## src/rtl/cruise_speed_sequencer.sv

```systemverilog
// Arbitrates driver pedals against a cruise sequencer that steps a 4-level speed FSM toward a target.
// All outputs are registered, so pedal-to-output latency is 1 clock. Pedals always win over cruise.
module cruise_speed_sequencer #(
    parameter int DWELL   = 4,
    parameter int TIMEOUT = 16
) (
    input  logic       clk,
    input  logic       reset,
    input  logic       brake_req,
    input  logic       accel_req,
    input  logic       cruise_en,
    input  logic [1:0] target,
    input  logic [1:0] speed,
    output logic       brake,
    output logic       accelerate,
    output logic       busy,
    output logic       at_target,
    output logic       fault
);

    localparam int CW = $clog2(TIMEOUT + 1);

    localparam logic [2:0] S_IDLE   = 3'd0;
    localparam logic [2:0] S_CMP    = 3'd1;
    localparam logic [2:0] S_PULSE  = 3'd2;
    localparam logic [2:0] S_SETTLE = 3'd3;
    localparam logic [2:0] S_FAULT  = 3'd4;

    localparam logic [CW-1:0] DWELL_M1 = CW'(DWELL - 1);
    localparam logic [CW-1:0] TMO_M1   = CW'(TIMEOUT - 1);

    logic [2:0]    state_q, state_d;
    logic [CW-1:0] cnt_q, cnt_d;
    logic [1:0]    tgt_q, tgt_d;
    logic [1:0]    spd_q, spd_d;
    logic          dir_up_q, dir_up_d;
    logic          armed_q, armed_d;
    logic          brake_q, brake_d;
    logic          accel_q, accel_d;
    logic          busy_q, busy_d;
    logic          at_target_q, at_target_d;
    logic          fault_q, fault_d;

    always_comb begin
        state_d  = state_q;
        cnt_d    = cnt_q;
        tgt_d    = tgt_q;
        spd_d    = spd_q;
        dir_up_d = dir_up_q;
        armed_d  = armed_q;
        brake_d  = 1'b0;
        accel_d  = 1'b0;

        if (brake_req) begin
            state_d = S_IDLE;
            armed_d = 1'b0;
            brake_d = 1'b1;
        end else if (accel_req) begin
            // Cruise is frozen (state and dwell counter held) while the driver accelerates.
            accel_d = 1'b1;
            if (!cruise_en) begin
                state_d = S_IDLE;
                armed_d = 1'b1;
            end
        end else if (!cruise_en) begin
            state_d = S_IDLE;
            armed_d = 1'b1;
        end else begin
            case (state_q)
                S_IDLE: begin
                    if (armed_q) begin
                        tgt_d   = target;
                        state_d = S_CMP;
                    end
                end
                S_CMP: begin
                    tgt_d = target;
                    if (speed < target) begin
                        dir_up_d = 1'b1;
                        state_d  = S_PULSE;
                    end else if (speed > target) begin
                        dir_up_d = 1'b0;
                        state_d  = S_PULSE;
                    end
                end
                S_PULSE: begin
                    // Guard against a speed that moved to the rail since the compare.
                    if (dir_up_q ? (speed != 2'b11) : (speed != 2'b00)) begin
                        accel_d = dir_up_q;
                        brake_d = !dir_up_q;
                        spd_d   = speed;
                        cnt_d   = '0;
                        state_d = S_SETTLE;
                    end else begin
                        state_d = S_CMP;
                    end
                end
                S_SETTLE: begin
                    if (speed != spd_q && cnt_q >= DWELL_M1) begin
                        state_d = S_CMP;
                    end else if (cnt_q == TMO_M1) begin
                        state_d = S_FAULT;
                    end else begin
                        cnt_d = cnt_q + CW'(1);
                    end
                end
                S_FAULT: state_d = S_FAULT;
                default: state_d = S_IDLE;
            endcase
        end

        busy_d      = (state_d == S_CMP) || (state_d == S_PULSE) || (state_d == S_SETTLE);
        fault_d     = (state_d == S_FAULT);
        at_target_d = (state_d == S_CMP) && (speed == tgt_d);
    end

    always_ff @(posedge clk or posedge reset) begin
        if (reset) begin
            state_q     <= S_IDLE;
            cnt_q       <= '0;
            tgt_q       <= 2'b00;
            spd_q       <= 2'b00;
            dir_up_q    <= 1'b0;
            armed_q     <= 1'b1;
            brake_q     <= 1'b0;
            accel_q     <= 1'b0;
            busy_q      <= 1'b0;
            at_target_q <= 1'b0;
            fault_q     <= 1'b0;
        end else begin
            state_q     <= state_d;
            cnt_q       <= cnt_d;
            tgt_q       <= tgt_d;
            spd_q       <= spd_d;
            dir_up_q    <= dir_up_d;
            armed_q     <= armed_d;
            brake_q     <= brake_d;
            accel_q     <= accel_d;
            busy_q      <= busy_d;
            at_target_q <= at_target_d;
            fault_q     <= fault_d;
        end
    end

    assign brake      = brake_q;
    assign accelerate = accel_q;
    assign busy       = busy_q;
    assign at_target  = at_target_q;
    assign fault      = fault_q;

endmodule
```

## config.mk

```make
export PLATFORM = sky130hd
export DESIGN_NAME = cruise_speed_sequencer
export DESIGN_NICKNAME = d
export VERILOG_FILES = /design/src/rtl/cruise_speed_sequencer.sv
export SDC_FILE = /design/constraint.sdc
export NUM_CORES = 1
export LEC_CHECK = 0
export ABC_CLOCK_PERIOD_IN_PS = 3800
export CORE_MARGIN = 2
export CORE_UTILIZATION = 44
export CTS_CLUSTER_SIZE = 25
export DETAILED_ROUTE_END_ITERATION = 10
export PLACE_DENSITY = 0.62
export RECOVER_POWER = 100
export SLEW_MARGIN = 15
export SYNTH_ARGS = -nofsm -noshare
export SYNTH_HDL_FRONTEND = slang
export SYNTH_SLANG_ARGS = --single-unit
```

## constraint.sdc

```tcl
create_clock -name clk -period 3.8 [get_ports clk]
set_clock_uncertainty 0.2 [all_clocks]
set_input_delay 0.38 -clock clk [delete_from_list [all_inputs] [get_ports clk]]
set_output_delay 0.38 -clock clk [all_outputs]
set_load 0.02 [all_outputs]
```

==> flow_summary_export.csv, run 1 <==
group,metric,value,unit
worst_setup_path,worstPathMaxFanout,12,
flow_run,maxCapViolations,0,
die,die-width,55.8,µm
placed_design,gp_congestion,0.833,
logic_synthesis,synth.net_count,128,
logic_synthesis,async_reset_ff_share,100,%
sta,min_period_over_period,77.1,%
sta,drv_slew,0,
worst_setup_path,critPathMaxStageDelay,700,ps
worst_setup_path,cp.arrival,2930,ps
logic_synthesis,synth_area_per_cell,10.3,µm²
final_layout,final_util,51.1,%
worst_setup_path,critPathTopFamily,"simple AND/OR/NAND/NOR gates",
die,die-area,0.00311,mm²
clock_tree,clk_path_buf_depth,2,
status,status,"finished, final reports clean",
clock_tree,numCtsBuffers,3,
worst_setup_path,slowest_stage,"dlygate4sd3_1",
worst_setup_path,worstPathRequired,3810,ps
final_layout,final_nets,142,
sta,layout_min_cycle_time,2930,ps
sta,setup_violations,0,
die,ios,14,
power_and_ir_drop,peakVddDrop,236,µV
routing,via_per_inst,5.59,
logic_synthesis,synth_area,0.00118,mm²
worst_setup_path,critical_path.cell_chain,"dlygate4sd3_1 > nor3b_1 > o211ai_1 > mux2_1 > xnor2_1 > nor4b_1",
power_and_ir_drop,leakagePower,0.581,nW
placed_design,portBuffers,13,
worst_setup_path,cp-start-kind,"primary input",
routing,postRouteAntennaNets,0,
routing,drc,0,
min_path,hold_class,"reg -> reg",
logic_synthesis,synth_edf_count,0,
final_layout,antennaDiodeCount,0,
sta,rsz0062_at_grt,"false",
clock_tree,cts.sinks,19,
routing,drtPass1Iterations,4,
grt,antenna_found_initial,0,
logic_synthesis,synth_warnings,0,
routing,routed_wl,2310,µm
logic_synthesis,synth_compound_area_share,20.9,%
clock_tree,clkTransAtPathRegs,120,ps
routing,drt-initial-drc-count,24,
logic_synthesis,synth.area.mux_share,4.77,%
sta,relSlewSlack,50.3,%
logic_synthesis,ys_seq_elements,19,
die,initial_core_util,47.2,%
logic_synthesis,synthSimpleGateAreaFrac,23.5,%
sta,tightest_slew,745,ps
placed_design,dpl.hpwl,1690,µm
grt,overflow,0,
logic_synthesis,synth_seq_area_share,40.4,%
logic_synthesis,synth_ff_type,"dfrtp_1",
sta,setup_tns,0,ps
grt,grt_pass1_vias,839,
grt,grt_max_degree,20,
logic_synthesis,ys_types,45,
logic_synthesis,synth_fa_ha_area_share,4.24,%
clock_tree,cts_hold_buffers,0,
logic_synthesis,synth_cells,115,
sta,fmax,0.342,GHz
grt,grt_util_all_layers,15.5,%
clock_tree,clk_latency,310,ps
die,coreArea,0.00250,mm²
final_layout,drive_above_1_share,7.03,%
logic_synthesis,synth_top_family_by_area,"simple AND/OR/NAND/NOR gates",
routing,wl_per_cell,14.6,µm
final_layout,final_common_cell,"dfrtp_1",
clock_tree,post_cts_buffers,0,
die,rows,18,
clock_tree,cts_resized,0,
worst_setup_path,critPathCaptureType,"flop",
clock_tree,htreeDepth,1,
clock_tree,cts-root-buf,"clkbuf_4",
worst_setup_path,crit_buf_inv,1,
grt,grt_pass1_wl,3830,µm
final_layout,final_cell_mix,"dfrtp_1, nand2_1, dlygate4sd3_1",
clock_tree,cts_tree,"yes",
final_layout,syn_to_final_growth,8.05,%
die,fp.dieH,55.8,µm
routing,via_count,884,
worst_setup_path,crit_type,"in -> reg",
power_and_ir_drop,powerDensity,299,mW/mm²
sta,hold_viol,0,
logic_synthesis,synth-xor-area-share,2.22,%
[report_power, final]
part           switching, mW  internal [mW]
registers            0.00551          0.212
clock network         0.0705         0.0393
logic                 0.0301         0.0248
total                  0.106          0.276
[flip-flops by register name, indices dropped and copies added (netlist names), 2 cells and up]
| signal | count |
|---|---|
| cnt_q | 5 |
| spd_q | 2 |
| state_q | 3 |
| tgt_q | 2 |
[path summary, 6_finish.rpt]
| kind | from | end | slack, ps | cells past startpoint |
|---|---|---|---|---|
| hold / removal | armed_q | armed_q | 290 | 2 |
| setup reg to reg | cnt_q[0] | cnt_q[0] | 1000 | 6 |
| max in group asynchronous | reset | brake | 2520 | 2 |
| setup / recovery | accel_req | at_target | 870 | 6 |
| hold reg to reg | armed_q | armed_q | 290 | 2 |
| min in group asynchronous | reset | tgt_q[0] | 420 | 2 |
[worst register-to-register path, stage by stage, from the launching register on]
cell	delay, ps
dfrtp_1	460
ha_1	260
a211o_1	280
o32ai_1	400
a21oi_1	250
nor3_1	460
mux2_1	380
[cell type report]
class	count	area, µm²
Fill cell	236	1220
Multi-Input combinational cell	86	582
Sequential cell	19	477
Timing Repair Buffer	13	130
Tap cell	30	37.5
Clock buffer	3	22.5
Inverter	6	22.5
Clock inverter	1	5.00
[cells in the mapped netlist, drive strengths merged, types with 2 or more instances]
library cell / instances / area, µm²
o41ai: 2 / 17.5
nor3b: 2 / 25.0
o21a: 2 / 15.0
nor2: 8 / 30.0
nand2: 9 / 33.8
dfrtp: 18 / 450
a21oi: 3 / 26.3
nand3: 5 / 25.0
buf: 4 / 25.0
nand2b: 6 / 37.5
nor2b: 4 / 25.0
mux2: 5 / 56.3
o31ai: 2 / 15.0
o21ai: 8 / 40.0
ha: 4 / 50.1
nor3: 3 / 26.3
inv: 6 / 22.5
xor2: 2 / 17.5
and3: 3 / 23.8
[logic make-up after synthesis]
kind of cell / after synthesis
AO/OA/AOI/OAI: 28
XOR/XNOR: 3
adder cells (fa/ha/maj): 4
buffers and inverters: 10
flip-flops: 19
multiplexers: 5
AND/OR/NAND/NOR: 46
[per-stage QoR]
step	instance area [µm²]	setup slack, ps	hold slack (ps)	instances	total power, mW
CTS	1350	1330	302	158	0.393
finish	1280	872	287	158	0.382
global route	1280	735	310	158	0.403
global placement	1320	981	274	154	0.283
floorplan	1180	1630	130	115	0.262
detailed placement	1320	1010	284	154	0.284
[layer usage]
| layer | track usage [%] | up-vias | share of wire [%] |
|---|---|---|---|
| li1 | - | 443 | - |
| met1 | 22.3 | 422 | 52 |
| met2 | 23.6 | 14 | 43 |
| met3 | 2.56 | 5 | 3.3 |
| met4 | 5.10 | 0 | 1.4 |
| met5 | 0 | - | 0 |
Note: power is estimated with default switching activity, not from simulation.
==> run 2: changes to the inputs <==
ABC_CLOCK_PERIOD_IN_PS = 2600   (was 3800)
PLACE_DENSITY = 0.65   (was 0.62)
clock period = 2.6 ns   (was 3.8 ns; I/O delays follow)
==> flow_summary_export.csv, run 2 (synthesis results as in run 1) <==
group,metric,value,unit
power_and_ir_drop,powerDensity,416,mW/mm²
grt,grt_pass1_wl,4300,µm
die,die-width,55.8,µm
die,ios,14,
die,initial_core_util,47.2,%
die,rows,18,
worst_setup_path,rrSetupSlack,210,ps
sta,setup_violations,0,
worst_setup_path,worstPathRequired,2600,ps
worst_setup_path,crit_type,"reg -> reg",
final_layout,largest-register,"cnt_q",
power_and_ir_drop,switching_share,27.2,%
clock_tree,htreeDepth,1,
clock_tree,cts_resized,0,
worst_setup_path,cp.arrival,2390,ps
sta,layout_min_cycle_time,2390,ps
routing,via_per_inst,5.69,
routing,drt-initial-drc-count,34,
worst_setup_path,worstPathMaxFanout,5,
grt,grt_util_all_layers,17.5,%
worst_setup_path,r2r_end,"cnt_q[4]",
worst_setup_path,regToRegStartpoint,"cnt_q[0]",
worst_setup_path,cp-start-kind,"flop",
routing,postRouteAntennaNets,0,
clock_tree,cts_hold_buffers,0,
grt,overflow,0,
power_and_ir_drop,power.share.clock,27.8,%
grt,antenna_found_initial,0,
placed_design,portBuffers,13,
clock_tree,cts_tree,"yes",
sta,hold_viol,0,
die,fp.dieH,55.8,µm
sta,hold_ws,296,ps
final_layout,stdcell_count,162,
clock_tree,clk_path_buf_depth,2,
sta,setup_tns,0,ps
status,status,"finished, final reports clean",
flow_run,maxCapViolations,0,
routing,via_count,921,
final_layout,design_area,0.00135,mm²
routing,drtPass1Iterations,4,
routing,wl_per_cell,14.7,µm
power_and_ir_drop,peakVddDrop,309,µV
placed_design,gp_congestion,0.796,
placed_design,dpl.hpwl,1830,µm
power_and_ir_drop,p_switching,153,µW
min_path,hold_class,"in -> async",
placed_design,placed_cell_area,0.00135,mm²
sta,fmax,0.418,GHz
clock_tree,cts-root-buf,"clkbuf_4",
sta,relSlewSlack,51.2,%
sta,rsz0062_at_grt,"false",
final_layout,final_nets,146,
power_and_ir_drop,combPwrFrac,15.6,%
final_layout,biggestRegsByFlops,"cnt_q x5, state_q x3",
worst_setup_path,r2r_cells,6,
clock_tree,clk_latency,310,ps
routing,routed_wl,2380,µm
sta,drv_slew,0,
final_layout,final_cell_mix,"dfrtp_1, nand2_1, nor2_1",
power_and_ir_drop,fin_total_pwr,561,µW
grt,grt_pass1_vias,943,
clock_tree,cts.sinks,19,
placed_design,placedCellCount,158,
die,die-area,0.00311,mm²
worst_setup_path,critPathCaptureType,"flop",
final_layout,antennaDiodeCount,0,
clock_tree,post_cts_buffers,0,
power_and_ir_drop,seqPwrFrac,56.6,%
die,coreArea,0.00250,mm²
sta,tightest_slew,731,ps
clock_tree,clkTransAtPathRegs,110,ps
final_layout,largest_register_ffs,5,
sta,min_period_over_period,92.1,%
routing,drc,0,
sta,fin_ws,206,ps
final_layout,final_common_cell,"dfrtp_1",
final_layout,drive_above_1_share,11.4,%
grt,grt_max_degree,20,
final_layout,syn_to_final_growth,14.0,%
placed_design,post-place-ws,103,ps
final_layout,final_util,53.9,%
power_and_ir_drop,p_int,408,µW
power_and_ir_drop,leakagePower,0.611,nW
clock_tree,numCtsBuffers,3,
[run 2: how the worst max path moves through the flow]
stage,end,slack (ps),from,depth (start not counted)
after floorplan,cnt_q[0],430,cnt_q[0],6
after global placement,fault,170,speed[1],7
after detailed placement,busy,100,speed[1],7
after CTS,cnt_q[4],250,cnt_q[0],6
after global routing,cnt_q[4],70,cnt_q[0],7
final,cnt_q[4],210,cnt_q[0],6
[run 2: area by class of cell]
type	count	area [µm²]
multi-input cells	86	626
repair buffers	17	156
flip-flops and latches	19	477
well taps	30	37.5
clock inverters	1	5.00
fillers	232	1150
clock buffers	3	22.5
inverters	6	22.5
[run 2: per-layer routing]
metal	track usage (%)	share of wire [%]	vias to the layer above
met4	8.50	2.1	0
met2	29.1	48	19
met3	3.49	4.0	5
met5	0	0	-
met1	21.6	46	439
li1	-	-	458
[run 2: worst max-delay path, cell delays in order, from the launching register on]
cell and delay [ps]:
dfrtp_1 440, ha_1 250, a211o_1 310, o32ai_4 300
a21oi_4 140, nor3_2 290, mux2_1 360
[run 2: power by group through the flow]
stage                     Combinational [mW]  Clock, mW  Sequential (mW)
after floorplan                       0.0582          0            0.324
final                                 0.0874      0.156            0.317
after CTS                             0.0938      0.165            0.318
after global routing                  0.0983      0.175            0.320
after global placement                0.0918          0            0.324
after detailed placement              0.0935          0            0.324
==> run 3: changes to the inputs <==
RECOVER_POWER = unset   (was 100)
==> flow_summary_export.csv, run 3 (synthesis results as in run 1) <==
group,metric,value,unit
clock_tree,cts_hold_buffers,0,
final_layout,final_nets,146,
power_and_ir_drop,peakVddDrop,311,µV
clock_tree,clkTransAtPathRegs,110,ps
routing,drt-initial-drc-count,20,
grt,grt_pass1_wl,4300,µm
final_layout,design_area,0.00138,mm²
status,status,"finished, final reports clean",
clock_tree,post_cts_buffers,0,
sta,tightest_slew,737,ps
worst_setup_path,slowest_stage,"dfrtp_1",
clock_tree,cts_tree,"yes",
worst_setup_path,critPathCaptureType,"flop",
sta,setup_tns,0,ps
die,rows,18,
clock_tree,cts.sinks,19,
sta,rsz0062_at_grt,"false",
worst_setup_path,cp.arrival,2330,ps
clock_tree,htreeDepth,1,
final_layout,largest-register,"cnt_q",
routing,via_count,928,
clock_tree,cts_resized,0,
clock_tree,numCtsBuffers,3,
final_layout,syn_to_final_growth,16.9,%
power_and_ir_drop,leakagePower,0.614,nW
die,fp.dieH,55.8,µm
die,initial_core_util,47.2,%
power_and_ir_drop,p_int,411,µW
worst_setup_path,cp-start-kind,"flop",
grt,antenna_found_initial,0,
sta,fin_ws,265,ps
grt,grt_pass1_vias,943,
final_layout,biggestRegsByFlops,"cnt_q x5, state_q x3",
placed_design,placed_cell_area,0.00135,mm²
die,die-area,0.00311,mm²
power_and_ir_drop,fin_total_pwr,566,µW
power_and_ir_drop,power.share.clock,27.4,%
sta,drv_slew,0,
grt,overflow,0,
placed_design,gp_congestion,0.796,
routing,postRouteAntennaNets,0,
power_and_ir_drop,combPwrFrac,16.3,%
sta,hold_viol,0,
die,ios,14,
grt,grt_util_all_layers,17.5,%
sta,layout_min_cycle_time,2340,ps
worst_setup_path,worstPathRequired,2600,ps
worst_setup_path,critPathMaxStageDelay,440,ps
final_layout,drive_above_1_share,15.9,%
power_and_ir_drop,switching_share,27.4,%
power_and_ir_drop,p_switching,155,µW
power_and_ir_drop,seqPwrFrac,56.3,%
die,die-width,55.8,µm
worst_setup_path,critical_path.cell_chain,"ha_1 > a211o_1 > o32ai_4 > a21oi_4 > nor3_4 > mux2_1",
sta,setup_violations,0,
final_layout,stdcell_count,162,
routing,drtPass1Iterations,4,
worst_setup_path,worstPathMaxFanout,5,
clock_tree,cts-root-buf,"clkbuf_4",
final_layout,final_cell_mix,"dfrtp_1, clkdlybuf4s50_1, nand2_1",
die,coreArea,0.00250,mm²
routing,via_per_inst,5.73,
final_layout,final_common_cell,"dfrtp_1",
routing,wl_per_cell,14.9,µm
worst_setup_path,crit_type,"reg -> reg",
sta,min_period_over_period,89.8,%
final_layout,final_util,55.3,%
sta,relSlewSlack,50.8,%
min_path,hold_class,"in -> async",
power_and_ir_drop,powerDensity,409,mW/mm²
final_layout,largest_register_ffs,5,
final_layout,antennaDiodeCount,0,
placed_design,placedCellCount,158,
clock_tree,clk_latency,300,ps
sta,fmax,0.428,GHz
flow_run,maxCapViolations,0,
grt,grt_max_degree,20,
routing,drc,0,
placed_design,portBuffers,13,
clock_tree,clk_path_buf_depth,2,
routing,routed_wl,2410,µm
placed_design,dpl.hpwl,1830,µm
worst_setup_path,critPathTopFamily,"compound AO/OA/AOI/OAI gates",
placed_design,post-place-ws,103,ps
worst_setup_path,crit_buf_inv,0,
sta,hold_ws,163,ps
run 3: final timing paths:
check	startpoint	depth (start not counted)	end	slack, ps
setup / recovery	cnt_q[0]	6	cnt_q[4]	260
hold / removal	reset	2	spd_q[0]	160
setup reg to reg	cnt_q[0]	6	cnt_q[4]	260
hold reg to reg	armed_q	2	armed_q	300
max in group asynchronous	reset	2	cnt_q[0]	1570
min in group clk	armed_q	2	armed_q	300
run 3: layer usage:
layer	part of all wire, %	vias up	global-route usage (%)
met4	2.0	0	8.50
met2	48	29	29.1
met5	0	-	0
met1	45	431	21.6
met3	4.9	8	3.49
li1	-	460	-
run 3: power groups by stage:
stage | clock [mW] | combinational [mW] | sequential (mW)
2_1_floorplan | 0 | 0.0582 | 0.324
5_1_grt | 0.175 | 0.103 | 0.321
6_report | 0.155 | 0.0923 | 0.318
3_3_place_gp | 0 | 0.0918 | 0.324
4_1_cts | 0.165 | 0.0938 | 0.318
3_5_place_dp | 0 | 0.0935 | 0.324
run 3: area by class of cell:
cell class	count	area [µm²]
fill	224	1120
multi-input combinational	86	657
sequential	19	477
timing repair buffer	17	160
tap	30	37.5
clock buffer	3	22.5
inverter	6	22.5
clock inverter	1	5.00
